$ cat config.mk
export PLATFORM = sky130hd
export DESIGN_NAME = fft_stage_sequencer
export DESIGN_NICKNAME = d
export VERILOG_FILES = /design/src/rtl/fft_stage_sequencer.sv
export SDC_FILE = /design/constraint.sdc
export NUM_CORES = 1
export LEC_CHECK = 0
export ABC_CLOCK_PERIOD_IN_PS = 3770
export BUFFER_PORTS_ARGS = -buffer_cell sky130_fd_sc_hd__clkbuf_2
export CORE_MARGIN = 2
export CORE_UTILIZATION = 39
export DETAILED_ROUTE_END_ITERATION = 6
export SLEW_MARGIN = 30
export SYNTH_ARGS = -nofsm -noshare
export SYNTH_HDL_FRONTEND = slang
export SYNTH_SLANG_ARGS = --single-unit
$ cat constraint.sdc
create_clock -name clk -period 3.77 [get_ports clk]
set_input_delay 0.377 -clock clk [delete_from_list [all_inputs] [get_ports clk]]
set_output_delay 0.377 -clock clk [all_outputs]
set_load 0.03 [all_outputs]
$ cat src/rtl/fft_stage_sequencer.sv
// Stage/iteration sequencer for a radix-2 in-place FFT butterfly datapath.
// Optional bit-reversed input load phase is enabled by defining FFT_SEQ_BITREV_EN.
module fft_stage_sequencer #(
    parameter int LOG2_N     = 6,
    parameter int BF_LATENCY = 3
) (
    input  logic                      clk,
    input  logic                      reset,
    input  logic                      start,
    input  logic                      stall,
    output logic                      iteration_strobe,
    output logic [LOG2_N-2:0]         iteration_count,
    output logic [$clog2(LOG2_N)-1:0] stage_count,
    output logic                      stage_strobe,
    output logic [LOG2_N-1:0]         addr_a,
    output logic [LOG2_N-1:0]         addr_b,
    output logic [LOG2_N-2:0]         twiddle_idx,
    output logic                      bank_sel,
    output logic                      busy,
    output logic                      done
`ifdef FFT_SEQ_BITREV_EN
    ,
    output logic                      load_strobe,
    output logic [LOG2_N-1:0]         load_addr
`endif
);

    localparam int N      = 1 << LOG2_N;
    localparam int HALF_N = N / 2;
    localparam int IW     = LOG2_N - 1;
    localparam int SW     = $clog2(LOG2_N);
    localparam int DW     = (BF_LATENCY > 1) ? $clog2(BF_LATENCY) : 1;

    localparam logic [IW-1:0] ITER_LAST  = IW'(HALF_N - 1);
    localparam logic [SW-1:0] STAGE_LAST = SW'(LOG2_N - 1);
    localparam logic [DW-1:0] DRAIN_LAST = DW'(BF_LATENCY - 1);

`ifdef FFT_SEQ_BITREV_EN
    typedef enum logic [2:0] {S_IDLE, S_ISSUE, S_DRAIN, S_DONE, S_LOAD} state_t;
`else
    typedef enum logic [1:0] {S_IDLE, S_ISSUE, S_DRAIN, S_DONE} state_t;
`endif

    state_t          state_q, state_d;
    logic [IW-1:0]   iter_q, iter_d;
    logic [SW-1:0]   stage_q, stage_d;
    logic            bank_q, bank_d;
    logic [DW-1:0]   drain_q, drain_d;
`ifdef FFT_SEQ_BITREV_EN
    logic [LOG2_N-1:0] load_q, load_d;
`endif

    // NOTE: state registers use non-blocking assignments so every flop samples
    // the pre-edge values; blocking here would create order-dependent races.
    always_ff @(posedge clk or posedge reset) begin
        if (reset) begin
            state_q <= S_IDLE;
            iter_q  <= '0;
            stage_q <= '0;
            bank_q  <= 1'b0;
            drain_q <= '0;
`ifdef FFT_SEQ_BITREV_EN
            load_q  <= '0;
`endif
        end else begin
            state_q <= state_d;
            iter_q  <= iter_d;
            stage_q <= stage_d;
            bank_q  <= bank_d;
            drain_q <= drain_d;
`ifdef FFT_SEQ_BITREV_EN
            load_q  <= load_d;
`endif
        end
    end

    // NOTE: every signal written below gets a default first, so no path can
    // leave one unassigned and infer a latch.
    always_comb begin
        state_d          = state_q;
        iter_d           = iter_q;
        stage_d          = stage_q;
        bank_d           = bank_q;
        drain_d          = drain_q;
        iteration_strobe = 1'b0;
        stage_strobe     = 1'b0;
        busy             = 1'b0;
        done             = 1'b0;
`ifdef FFT_SEQ_BITREV_EN
        load_d           = load_q;
        load_strobe      = 1'b0;
`endif
        unique case (state_q)
            S_IDLE: begin
                if (start) begin
                    iter_d  = '0;
                    stage_d = '0;
                    drain_d = '0;
`ifdef FFT_SEQ_BITREV_EN
                    load_d  = '0;
                    state_d = S_LOAD;
`else
                    state_d = S_ISSUE;
`endif
                end
            end
`ifdef FFT_SEQ_BITREV_EN
            S_LOAD: begin
                busy        = 1'b1;
                load_strobe = !stall;
                if (!stall) begin
                    if (load_q == LOG2_N'(N - 1)) begin
                        load_d  = '0;
                        // Input samples land in bank 0, so stage 0 must read it.
                        bank_d  = 1'b0;
                        state_d = S_ISSUE;
                    end else begin
                        load_d = load_q + LOG2_N'(1);
                    end
                end
            end
`endif
            S_ISSUE: begin
                busy             = 1'b1;
                iteration_strobe = !stall;
                if (!stall) begin
                    if (iter_q == ITER_LAST) begin
                        iter_d  = '0;
                        drain_d = '0;
                        state_d = S_DRAIN;
                    end else begin
                        iter_d = iter_q + IW'(1);
                    end
                end
            end
            S_DRAIN: begin
                busy = 1'b1;
                if (drain_q == DRAIN_LAST) begin
                    stage_strobe = 1'b1;
                    drain_d      = '0;
                    bank_d       = !bank_q;
                    stage_d      = stage_q + SW'(1);
                    state_d      = (stage_q == STAGE_LAST) ? S_DONE : S_ISSUE;
                end else begin
                    drain_d = drain_q + DW'(1);
                end
            end
            S_DONE: begin
                done    = 1'b1;
                state_d = S_IDLE;
            end
            default: state_d = S_IDLE;
        endcase
    end

    logic [LOG2_N-1:0] iter_ext, half, pos, base;

    // Butterfly pair: upper leg keeps bit s clear, lower leg sets it.
    always_comb begin
        iter_ext    = {1'b0, iter_q};
        half        = LOG2_N'(1) << stage_q;
        pos         = iter_ext & (half - LOG2_N'(1));
        base        = ((iter_ext >> stage_q) << (stage_q + SW'(1))) | pos;
        addr_a      = '0;
        addr_b      = '0;
        twiddle_idx = '0;
        if (state_q == S_ISSUE) begin
            addr_a      = base;
            addr_b      = base + half;
            twiddle_idx = IW'(pos << (SW'(LOG2_N - 1) - stage_q));
        end
    end

`ifdef FFT_SEQ_BITREV_EN
    always_comb begin
        load_addr = '0;
        for (int b = 0; b < LOG2_N; b++) begin
            load_addr[b] = load_q[LOG2_N-1-b];
        end
    end
`endif

    assign iteration_count = iter_q;
    assign stage_count     = stage_q;
    assign bank_sel        = bank_q;

endmodule

==> out/metrics.yaml, run 1 <==
status: "completed"
worstHoldPathType: "input port to asynchronous set/reset pin"
power.density_nw_per_um2: 677
grt_pass1_vias: 1687
port_buffers: 33
multi_input_area_um2: 1370
antenna_found_initial: 0
finalPower_mw: 1.53
hold_viol_final: 0
path_class: "register to primary output"
regArea_um2: 329
drtPass1Iterations: 4
crit_arrival_ns: 3.29
cts_buffer_depth: 2
min_period_over_period_pct: 97.2
post-dp-hpwl_um: 3650
p_int_uw: 727
yosysWarnings: 0
clk_pin_slew_ns: 0.06
htreeDepth: 1
finalWirelength_um: 4870
comb_power_share_pct: 76.3
numCtsBuffers: 3
num_rows: 23
layout_commonest_cell: "clkbuf_2"
synth_nets: 248
worst_pin_slew_ns: 0.604
dp_cells: 312
critPathLaunchType: "register"
core_um2: 4090
seq_power_share_pct: 15.4
async_reset_ff_share_pct: 100
ant_nets: 0
crit_path_end_kind: "primary output"
report.final.setup_viol: 0
wire_per_inst_um: 15.1
clkPwrFrac_pct: 8.2
layout-area-overhead-vs-synth_pct: 33.7
ys_seq_area_share_pct: 19.2
fp.dieW_um: 69.9
ys_ff_latch: 13
max-vdd-ir-drop_v: 0.000402
slew-limit-headroom_pct: 59.5
fin_crit_ns: 3.66
final_core_util_pct: 55.4
syn-cell-area_um2: 1690
syn_avg_cell_area_um2: 7.55
fin_skew_ns: 0.00328
p_sw_uw: 805
grt-ovfl-total: 0
fmax_mhz: 273
vias_per_cell: 5.66
synth_cell_types: 55
worstPathRequired_ns: 3.39
cts_root_buffer: "clkbuf_8"
synthCells: 224
antennaDiodeCount: 0
drtIter0Drc: 76
nets: 297
p_leak_nw: 1.05
track_usage_pct: 19.7
grt_max_degree: 25
clock_sinks: 13
crit_fanout: 6
drv_slew: 0
clk_latency_ns: 0.24
layout-drive-gt1-share_pct: 32.7
vias: 1821
cts_tree: "done"
drc: 0
synth-edff-count: 0
nFillCells: 406
chipHeight_um: 69.9
start_util_pct: 41.4
yosys_most_used_dff: "dfrtp_1"
swShare_pct: 52.6
fp.dieArea_um2: 4880
place.gp.congestion: 0.932
maxCapViolCount: 0
finalNonFillerCells: 322
rsz0062_at_grt: "true"
layout_common_cells: "clkbuf_2, nor2_1, nand2_1, buf_4"
grt_pass1_wl_um: 7930
ctsHoldBuffers: 0
io_pins: 34
layer usage:
metal	GRT usage (%)	vias to the layer above	wire, um
met5	0	-	0
met4	6.62	0	112
met3	2.02	12	200
met2	36.0	54	2580
met1	23.9	851	1980
li1	-	904	-
flip-flops by register name, indices dropped and copies added, names as in the netlist:
name,count
bank_sel,1
state_q,2
stage_count,3
drain_q,2
iteration_count,5
what timing repair did:
action / CTS / global route
cloned: 0 / 1
endpoints found under the setup margin: 1 / 2
gates resized for setup: 12 / 21
pin swaps: 2 / 9
hold endpoints to repair: 0 / 0
setup buffers: 0 / 5
power by group through the flow:
stage,combinational (mW),clock [mW],sequential (mW)
after global routing,1.28,0.136,0.248
after global placement,1.03,0,0.234
after floorplan,0.687,0,0.264
after detailed placement,1.03,0,0.234
after CTS,1.07,0.128,0.233
final,1.17,0.126,0.237
worst paths after layout:
path / start / to / slack, ns / cells past startpoint
worst max-delay path: stage_count[0]$_DFFE_PP0P_ / addr_b[5] / 0.11 / 13
worst min-delay path: reset / iteration_count[4]$_DFFE_PP0P_ / 0.14 / 2
worst max register to register: iteration_count[0]$_DFFE_PP0P_ / state_q[1]$_DFFE_PP0P_ / 1.58 / 9
worst min register to register: bank_sel$_DFFE_PP0P_ / bank_sel$_DFFE_PP0P_ / 0.48 / 1
max in group asynchronous: reset / stage_count[1]$_DFFE_PP0P_ / 3.25 / 2
min in group clk: start / iteration_count[4]$_DFFE_PP0P_ / 0.42 / 3
through the flow:
stage                     setup WS (ns)  hold WS (ns)  cell area (um2)  TNS [ns]
after CTS                       0.00255         0.161             2110         0
after global placement            0.118         0.428             2020         0
after floorplan                  0.0228         0.254             1700         0
after detailed placement          0.115         0.421             2020         0
final                             0.107         0.137             2260         0
after global routing            -0.0671         0.192             2260   -0.0671
critical path, cell delays in order (launching register included):
cell       delay, ns
dfrtp_2         0.43
inv_2           0.12
ha_1            0.19
nor2b_1         0.37
xnor2_2         0.18
nand2b_1        0.14
o221ai_2        0.10
ha_2            0.36
o21ai_1         0.07
o21bai_1        0.22
a21oi_2         0.10
or4_4           0.49
o2111ai_4       0.12
buf_8           0.15
cells by family (layout without fill, tap and decap cells):
family / after synthesis / after routing / share of synthesized area (%)
AOI/OAI and AO/OA: 59 / 59 / 23.9
and+or+nand+nor: 92 / 92 / 28.0
muxes: 4 / 4 / 3.11
buffers and inverters: 30 / 78 / 7.40
DFF: 13 / 13 / 19.2
xor gates and xnor gates: 6 / 6 / 3.11
adders and majority gates: 20 / 20 / 15.2
cell usage after synthesis, types with 2 or more instances:
master / instances / area share [%]
inv_1: 18 / 4.0
ha_1: 19 / 14
nor3_1: 5 / 1.5
nor3b_1: 2 / 0.89
a2bb2oi_1: 2 / 1.0
a21o_1: 3 / 1.3
nor2_1: 23 / 5.1
a211oi_1: 4 / 1.8
buf_2: 3 / 0.89
nand2_1: 22 / 4.9
xnor2_1: 2 / 1.0
a21oi_1: 9 / 2.7
and3_1: 5 / 1.8
nand3_1: 7 / 2.1
xor2_1: 4 / 2.1
clkbuf_1: 6 / 1.3
nor2b_1: 4 / 1.5
mux2i_1: 3 / 1.8
o2111ai_1: 3 / 1.6
dfrtp_1: 13 / 19
o21ai_0: 15 / 4.4
and2_1: 6 / 2.2
nand2b_1: 7 / 2.6
o221ai_1: 4 / 2.1
a311oi_1: 2 / 1.0
a31oi_1: 3 / 1.1
a32oi_1: 2 / 1.0
area by class of cell:
cell class / count / share of cell area, %
sequential: 13 / 14.5
multi-input combinational: 181 / 60.5
clock buffer: 4 / 1.99
tap: 50 / 2.77
inverter: 18 / 2.99
timing repair buffer: 56 / 17.3
Note: power is estimated with default switching activity, not from simulation.
==> inputs of run 2 (changes only) <==
Settings changed: ABC_CLOCK_PERIOD_IN_PS 3770 to 2960.
Clock period 3.77 ns to 2.96 ns, I/O delays scaled along.
==> out/metrics.yaml, run 2 (synthesis results as in run 1) <==
start_util_pct: 41.4  # unchanged
core_um2: 4090  # unchanged
port_buffers: 33  # unchanged
critPathLaunchType: "register"
worst_pin_slew_ns: 0.512  # -0.0915 ns
ctsHoldBuffers: 0  # unchanged
grt_max_degree: 14  # -44%
hold_slack_ns: 0.0549  # -0.0822 ns
grt_pass1_wl_um: 8830  # +11%
grt_pass1_vias: 1845  # +9.4%
antennaDiodeCount: 0  # unchanged
track_usage_pct: 22.0  # +2.3 points
crit_fanout: 5  # -1
max-vdd-ir-drop_v: 0.000446  # +11%
drc: 0  # unchanged
drtIter0Drc: 83  # +9.2%
status: "finished, violations left"
dpl_worst_slack_ns: -0.412  # -0.527 ns
finalNonFillerCells: 356  # +11%
fmax_mhz: 281
place.gp.congestion: 0.881  # -5.4%
numCtsBuffers: 3  # unchanged
dp_cells: 346  # +11%
cts_buffer_depth: 2  # unchanged
crit_path_end_kind: "primary output"
cts_root_buffer: "clkbuf_8"
layout-area-overhead-vs-synth_pct: 54.7
layout_common_cells: "buf_4, clkbuf_2, nor2_1, nand2_1"
met2_usage_pct: 37.8  # +1.8 points
clk_pin_slew_ns: 0.06  # about the same
drv_slew: 0  # unchanged
wire_per_inst_um: 14.8  # -2.4%
antenna_found_initial: 0  # unchanged
slew-limit-headroom_pct: 65.5  # +6.0 points
htreeDepth: 1  # unchanged
nFillCells: 381  # -6.2%
finalWirelength_um: 5260  # +7.9%
cts_tree: "done"
maxCapViolCount: 0  # unchanged
drtPass1Iterations: 4  # unchanged
rsz0062_at_grt: "true"
vias: 1934  # +6.2%
fin_skew_ns: 0.00559  # +0.00231 ns
path_class: "register to primary output"
postLayoutCellArea_um2: 2620  # +16%
worstHoldPathType: "input port to asynchronous set/reset pin"
grt_busiest_layer: "met2"
min_period_over_period_pct: 120
grt-ovfl-total: 0  # unchanged
power.density_nw_per_um2: 873  # +29%
p_leak_nw: 1.26  # +19%
fin_crit_ns: 3.56
post-dp-hpwl_um: 4150  # +14%
num_rows: 23  # unchanged
layout_commonest_cell: "buf_4"
fp.dieW_um: 69.9  # unchanged
use_met1_pct: 30.7  # +6.9 points
report.final.setup_viol: 4  # +4
violations: "negative setup slack"
clk_latency_ns: 0.25  # about the same
final_core_util_pct: 64.0  # +8.7 points
worstPathRequired_ns: 2.66  # -0.73 ns
hold_viol_final: 0  # unchanged
io_pins: 34  # unchanged
vias_per_cell: 5.43  # -3.9%
layout-drive-gt1-share_pct: 44.8  # +12 points
setup_ws_ns: -0.600  # -0.707 ns
fp.dieArea_um2: 4880  # unchanged
crit_arrival_ns: 3.26  # -0.03 ns
setup_tns_ns: -1.51  # -1.51 ns
chipHeight_um: 69.9  # unchanged
place_area_um2: 2390  # +18%
ant_nets: 0  # unchanged
finalPower_mw: 2.28  # +49%
grt_util_met3_pct: 3.17  # +1.2 points
clock_sinks: 13  # unchanged
largest_register_ffs: 5  # unchanged
nets: 331  # +11%
[run 2: worst max-delay path, stage by stage, from the launching register on]
cell and delay (ns):
dfrtp_2 0.44, buf_4 0.14, or3b_2 0.47, o2111ai_2 0.12
and2_4 0.20, a31oi_4 0.08, inv_2 0.07, ha_4 0.19
a211oi_2 0.20, o21bai_1 0.15, a21o_1 0.20, or4b_4 0.50
o2111ai_4 0.09, buf_8 0.15
[run 2: worst paths after layout]
path / from / slack, ns / end / depth (start not counted)
setup / recovery: stage_count[1]$_DFFE_PP0P_ / -0.60 / addr_b[5] / 13
hold / removal: reset / 0.05 / drain_q[0]$_DFFE_PP0P_ / 2
setup reg to reg: iteration_count[1]$_DFFE_PP0P_ / 0.69 / state_q[1]$_DFFE_PP0P_ / 9
hold reg to reg: bank_sel$_DFFE_PP0P_ / 0.48 / bank_sel$_DFFE_PP0P_ / 1
max in group asynchronous: reset / 2.53 / stage_count[0]$_DFFE_PP0P_ / 2
min in group clk: start / 0.37 / iteration_count[4]$_DFFE_PP0P_ / 3
[run 2: where the power goes]
part           internal (mW)  switching (mW)  leakage (nW)
clock                 0.0931          0.0676        0.0255
sequential             0.232          0.0716         0.169
combinational          0.823           0.997          1.06
total                   1.15            1.14          1.26
[run 2: per-layer routing]
layer  up-vias  part of all wire, %
li1        982                    -
met1       893                   47
met2        51                   47
met3         8                  4.5
met4         0                  1.5
met5         -                    0
[run 2: what timing repair did]
item | 4_1_cts | 5_1_grt
cloned | 0 | 0
setup endpoints to repair | 5 | 5
gates resized for setup | 16 | 18
pin swaps | 4 | 9
setup buffers | 4 | 2
[run 2: area by class of cell]
cell class / instances / area, um2 / area share [%]
Tap cell: 50 / 62.6 / 2.39
Sequential cell: 13 / 329 / 12.6
Clock buffer: 3 / 41.3 / 1.58
Timing Repair Buffer: 90 / 621 / 23.7
Multi-Input combinational cell: 181 / 1480 / 56.6
Inverter: 18 / 77.6 / 2.97
Clock inverter: 1 / 5.00 / 0.191
